==> src/rtl/load_btn_cond.sv <==
// Push-button conditioner for the load counter: two-stage synchronisers, per-channel
// debouncers, one-deep press latches and a pulse/gap sequencer driving active-low pulses.
module load_btn_cond #(
    parameter int DEBOUNCE_CYCLES = 16,
    parameter int PULSE_CYCLES    = 4,
    parameter int GAP_CYCLES      = 4
) (
    input  logic clk,
    input  logic rst_n,
    input  logic plus_btn,
    input  logic minus_btn,
    output logic plus,
    output logic minus,
    output logic busy
);
    localparam int DW = $clog2(DEBOUNCE_CYCLES + 1);
    localparam int PW = $clog2(PULSE_CYCLES + 1);
    localparam int GW = $clog2(GAP_CYCLES + 1);
    localparam logic [DW-1:0] DB_LAST = DW'(DEBOUNCE_CYCLES - 1);
    localparam logic [DW-1:0] DB_ONE  = DW'(1);
    localparam logic [PW-1:0] P_LAST  = PW'(PULSE_CYCLES - 1);
    localparam logic [PW-1:0] P_ONE   = PW'(1);
    localparam logic [GW-1:0] G_LAST  = GW'(GAP_CYCLES - 1);
    localparam logic [GW-1:0] G_ONE   = GW'(1);

    typedef enum logic [1:0] {
        ST_IDLE  = 2'd0,
        ST_PULSE = 2'd1,
        ST_GAP   = 2'd2
    } state_t;

    // Channel index 0 is plus, index 1 is minus.
    logic [1:0]    btn_s;
    logic [1:0]    sync1_q, sync1_d;
    logic [1:0]    sync2_q, sync2_d;
    logic [1:0]    stable_q, stable_d;
    logic [1:0]    stable_dly_q, stable_dly_d;
    logic [DW-1:0] db_cnt_q [2];
    logic [DW-1:0] db_cnt_d [2];
    logic [1:0]    press_s;
    logic [1:0]    take_s;
    logic [1:0]    pend_q, pend_d;
    state_t        state_q, state_d;
    logic          sel_minus_q, sel_minus_d;
    logic [PW-1:0] pulse_cnt_q, pulse_cnt_d;
    logic [GW-1:0] gap_cnt_q, gap_cnt_d;
    logic          plus_q, plus_d;
    logic          minus_q, minus_d;
    logic          busy_q, busy_d;

    assign btn_s = {minus_btn, plus_btn};

    // Synchronise, debounce and detect the released-to-pressed transition per channel.
    always_comb begin
        sync1_d      = btn_s;
        sync2_d      = sync1_q;
        stable_dly_d = stable_q;
        stable_d     = stable_q;
        for (int i = 0; i < 2; i++) begin
            db_cnt_d[i] = '0;
            if (sync2_q[i] != stable_q[i]) begin
                if (db_cnt_q[i] == DB_LAST) begin
                    stable_d[i] = sync2_q[i];
                    db_cnt_d[i] = '0;
                end else begin
                    db_cnt_d[i] = db_cnt_q[i] + DB_ONE;
                end
            end else begin
                db_cnt_d[i] = '0;
            end
        end
        press_s = stable_dly_q & ~stable_q;
    end

    // Sequencer: serve one latched press, hold the pulse, then enforce the idle gap.
    always_comb begin
        state_d     = state_q;
        sel_minus_d = sel_minus_q;
        pulse_cnt_d = pulse_cnt_q;
        gap_cnt_d   = gap_cnt_q;
        take_s      = 2'b00;
        case (state_q)
            ST_IDLE: begin
                if (pend_q[0]) begin
                    take_s      = 2'b01;
                    sel_minus_d = 1'b0;
                    pulse_cnt_d = '0;
                    state_d     = ST_PULSE;
                end else if (pend_q[1]) begin
                    take_s      = 2'b10;
                    sel_minus_d = 1'b1;
                    pulse_cnt_d = '0;
                    state_d     = ST_PULSE;
                end else begin
                    state_d = ST_IDLE;
                end
            end
            ST_PULSE: begin
                if (pulse_cnt_q == P_LAST) begin
                    gap_cnt_d = '0;
                    state_d   = ST_GAP;
                end else begin
                    pulse_cnt_d = pulse_cnt_q + P_ONE;
                end
            end
            ST_GAP: begin
                if (gap_cnt_q == G_LAST) begin
                    state_d = ST_IDLE;
                end else begin
                    gap_cnt_d = gap_cnt_q + G_ONE;
                end
            end
            default: begin
                state_d = ST_IDLE;
            end
        endcase
        // A press arriving while its flag is still set is simply absorbed.
        pend_d  = (pend_q & ~take_s) | press_s;
        plus_d  = !((state_d == ST_PULSE) && !sel_minus_d);
        minus_d = !((state_d == ST_PULSE) && sel_minus_d);
        busy_d  = (state_d != ST_IDLE);
    end

    // State registers; outputs return to idle immediately on reset.
    always_ff @(posedge clk or negedge rst_n) begin
        if (!rst_n) begin
            sync1_q      <= 2'b11;
            sync2_q      <= 2'b11;
            stable_q     <= 2'b11;
            stable_dly_q <= 2'b11;
            db_cnt_q[0]  <= '0;
            db_cnt_q[1]  <= '0;
            pend_q       <= 2'b00;
            state_q      <= ST_IDLE;
            sel_minus_q  <= 1'b0;
            pulse_cnt_q  <= '0;
            gap_cnt_q    <= '0;
            plus_q       <= 1'b1;
            minus_q      <= 1'b1;
            busy_q       <= 1'b0;
        end else begin
            sync1_q      <= sync1_d;
            sync2_q      <= sync2_d;
            stable_q     <= stable_d;
            stable_dly_q <= stable_dly_d;
            db_cnt_q[0]  <= db_cnt_d[0];
            db_cnt_q[1]  <= db_cnt_d[1];
            pend_q       <= pend_d;
            state_q      <= state_d;
            sel_minus_q  <= sel_minus_d;
            pulse_cnt_q  <= pulse_cnt_d;
            gap_cnt_q    <= gap_cnt_d;
            plus_q       <= plus_d;
            minus_q      <= minus_d;
            busy_q       <= busy_d;
        end
    end

    assign plus  = plus_q;
    assign minus = minus_q;
    assign busy  = busy_q;
endmodule

==> config.mk <==
export PLATFORM = sky130hd
export DESIGN_NAME = load_btn_cond
export DESIGN_NICKNAME = d
export VERILOG_FILES = /design/src/rtl/load_btn_cond.sv
export SDC_FILE = /design/constraint.sdc
export NUM_CORES = 1
export LEC_CHECK = 0
export BUFFER_PORTS_ARGS = -buffer_cell sky130_fd_sc_hd__clkbuf_2
export CORE_UTILIZATION = 55
export CTS_BUF_LIST = sky130_fd_sc_hd__clkbuf_4 sky130_fd_sc_hd__clkbuf_8
export DETAILED_ROUTE_END_ITERATION = 10
export PLACE_DENSITY = 0.78
export SYNTH_ARGS = -nofsm -noshare
export SYNTH_HDL_FRONTEND = slang
export SYNTH_SLANG_ARGS = --single-unit
==> constraint.sdc <==
create_clock -name clk -period 2 [get_ports clk]
set_input_delay 0.2 -clock clk [delete_from_list [all_inputs] [get_ports clk]]
set_output_delay 0.2 -clock clk [all_outputs]
set_load 0.03 [all_outputs]
==> results.py <==
metrics = {
    "worst_setup_path": {
        "critPathKind": "reg2reg",
        "cp-start-kind": "flip-flop",
        "cp_max_fo": 5,
        "arrival_ns": 1.76,
        "cp.required_ns": 2.26,
        "critPathCaptureType": "flip-flop",
    },
    "pwr": {
        "peakVddDrop_uv": 571,
        "leakage_nw": 0.761,
        "power_w": 0.00117,
        "powerDensity_mw_per_mm2": 812,
    },
    "sta": {
        "tns_ns": 0,
        "maxSlewViolCount": 0,
        "maxSlewHeadroom_pct": 50.4,
        "finalCritPeriodShare_pct": 75.0,
        "worst_slack_ns": 0.501,
        "fin_skew_ns": 0.00825,
        "hold_viol_final": 0,
        "period_minus_slack_ns": 1.50,
        "worst_slew_pin_slew_ns": 0.743,
        "finalSetupViolCount": 0,
        "whs_ns": 0.359,
        "fmax_mhz": 667,
        "grt_setup_unrepaired": "no",
    },
    "place": {
        "place_ws_ns": 0.518,
        "io_buffers": 6,
        "gp_congestion": 0.650,
        "dp_hpwl_um": 1180,
    },
    "layout": {
        "final_util_pct": 65.1,
        "nets": 125,
        "syn_to_final_growth_pct": 10.7,
        "fill_cells": 193,
        "seq_area_um2": 813,
        "multiInputGateArea_um2": 435,
        "n_antenna_cell": 0,
        "layout-drive-gt1-share_pct": 27.6,
    },
    "routing": {
        "vias_per_cell": 5.20,
        "wl_um": 1730,
        "ant_nets": 0,
        "drc": 0,
        "wire_per_inst_um": 12.0,
        "dr.pass1.iters": 2,
        "drt-initial-drc-count": 2,
        "num_vias": 749,
    },
    "grt": {
        "grt_use_total_pct": 18.1,
        "top_usage_layer": "met2",
        "grt_pass1_vias": 757,
        "gr-usage-met2_pct": 26.7,
        "met1_usage_pct": 21.6,
        "grt_pass1_wl_um": 3210,
        "grt_overflow": 0,
        "grt_use_met3_pct": 6.67,
        "grt_max_degree": 33,
        "antenna_found_initial": 0,
    },
    "synth": {
        "postSynthAreaPerCell_um2": 12.9,
        "synth_area_mm2": 0.00130,
        "yosysWarnings": 0,
        "synth-seq-cells": 32,
        "synth_cell_type_count": 27,
        "yosysSeqAreaShare_pct": 62.5,
        "synthesis.nets": 111,
        "syn_inst": 101,
    },
    "die": {
        "coreArea_mm2": 0.00221,
        "start_util_pct": 58.8,
        "die-width_um": 50.6,
        "io_pins": 7,
        "die_area_mm2": 0.00256,
        "die_y_um": 50.6,
        "row_count": 17,
    },
    "flow_run": {
        "cap_violations": 0,
    },
    "clocking": {
        "clock_sinks": 32,
        "cts_root_buf": "clkbuf_4",
        "numCtsBuffers": 5,
        "post-cts-setup-buffers": 0,
        "clock_path_buffers": 2,
        "cts_tree": "done",
        "htreeDepth": 2,
        "cts_resized": 0,
        "ctsHoldBuffers": 3,
        "clk-insertion-delay-late_ns": 0.32,
        "clkSlewWorstSetupHoldPaths_ns": 0.09,
    },
    "outcome": {
        "outcome": "complete, no violations",
    },
    "min_path": {
        "hold_class": "reg2reg",
    },
}
flip-flops by register name, indices dropped and copies added, names as in the netlist:
register      cells
sync2_q           2
state_q           2
busy              1
pend_q            2
minus             1
sync1_q           2
plus              1
db_cnt_q         10
pulse_cnt_q       3
stable_dly_q      2
gap_cnt_q         3
sel_minus_q       1
stable_dly_d      2
worst paths after layout:
check | start | endpoint | slack, ns | cells after the start
max | pulse_cnt_q[0] | pulse_cnt_q[2] | 0.50 | 4
min | sync1_q[0] | sync2_q[0] | 0.36 | 0
max reg2reg | pulse_cnt_q[0] | pulse_cnt_q[2] | 0.50 | 4
min reg2reg | sync1_q[0] | sync2_q[0] | 0.36 | 0
max in group asynchronous | rst_n | db_cnt_q[5] | 1.06 | 2
min in group asynchronous | rst_n | pulse_cnt_q[1] | 0.46 | 2
worst max-delay path, stage by stage, from the launching register on:
cell and delay (ns):
dfrtp_1 0.41, ha_1 0.21, ha_1 0.23, or4b_4 0.53
o21ai_2 0.06
layer usage:
metal  wire length (um)  vias up
li1                   -      371
met2                848        8
met4                 31        0
met1                796      365
met3                 51        5
met5                  0        -
where the power goes:
part	internal [W]	leakage, nW	total, W	switching, W
Sequential	0.000680	0.406	0.000702	0.0000220
Clock	0.000200	0.0394	0.000398	0.000197
Combinational	0.0000333	0.316	0.0000702	0.0000369
cell families (layout without fill, tap and decap cells):
kind of cell / after synthesis / count (layout) / share of synthesized area, %
simple gates: 29 / 29 / 13.6
xor+xnor: 6 / 6 / 4.04
compound gates: 16 / 16 / 8.37
flops: 32 / 32 / 62.5
buf+inv: 10 / 25 / 4.04
fa+ha+maj: 6 / 6 / 5.77
mux: 2 / 2 / 1.73
metrics by stage:
stage / std cells / instance area, um2
6_report: 144 / 1440
5_1_grt: 144 / 1440
2_1_floorplan: 101 / 1300
4_1_cts: 144 / 1440
3_3_place_gp: 133 / 1340
3_5_place_dp: 133 / 1340
cells in the final DEF (no fill, tap or decap), types with 2 or more instances in the layout:
cell,n
xor2_1,6
mux2_2,2
clkbuf_2,6
clkbuf_4,7
ha_1,6
and2_1,2
nand3_1,4
dfrtp_1,22
dfstp_2,10
nand2_1,2
and3_1,2
nor2_1,10
a21o_1,5
dlygate4sd3_1,3
nor4b_1,3
o31ai_1,2
inv_1,7
o21ai_0,5
area by class of cell:
class	count	share of cell area (%)
Clock buffer	8	4.60
Inverter	8	2.09
Multi-Input combinational cell	59	30.2
Sequential cell	32	56.5
Tap cell	28	2.43
Timing Repair Buffer	9	4.17
cell usage after synthesis, drive strengths merged:
library cell   n  area, um2
dfrtp         22        551
and3           2       12.5
nor3b          1       7.51
nor2          10       37.5
ha             6       75.1
nand2b         1       6.26
buf            2       22.5
a21o           5       37.5
a2bb2oi        1       8.76
nor4b          3       26.3
inv            8       30.0
dfstp         10        263
o31ai          2       15.0
and3b          1       10.0
nand2          2       7.51
or4b           1       13.8
and4bb         1       12.5
nor4bb         1       10.0
and2           2       12.5
xor2           6       52.6
nand3          4       20.0
mux2           2       22.5
a21oi          2       13.8
o21ai          6       33.8
(Power assumes the default switching activity.)
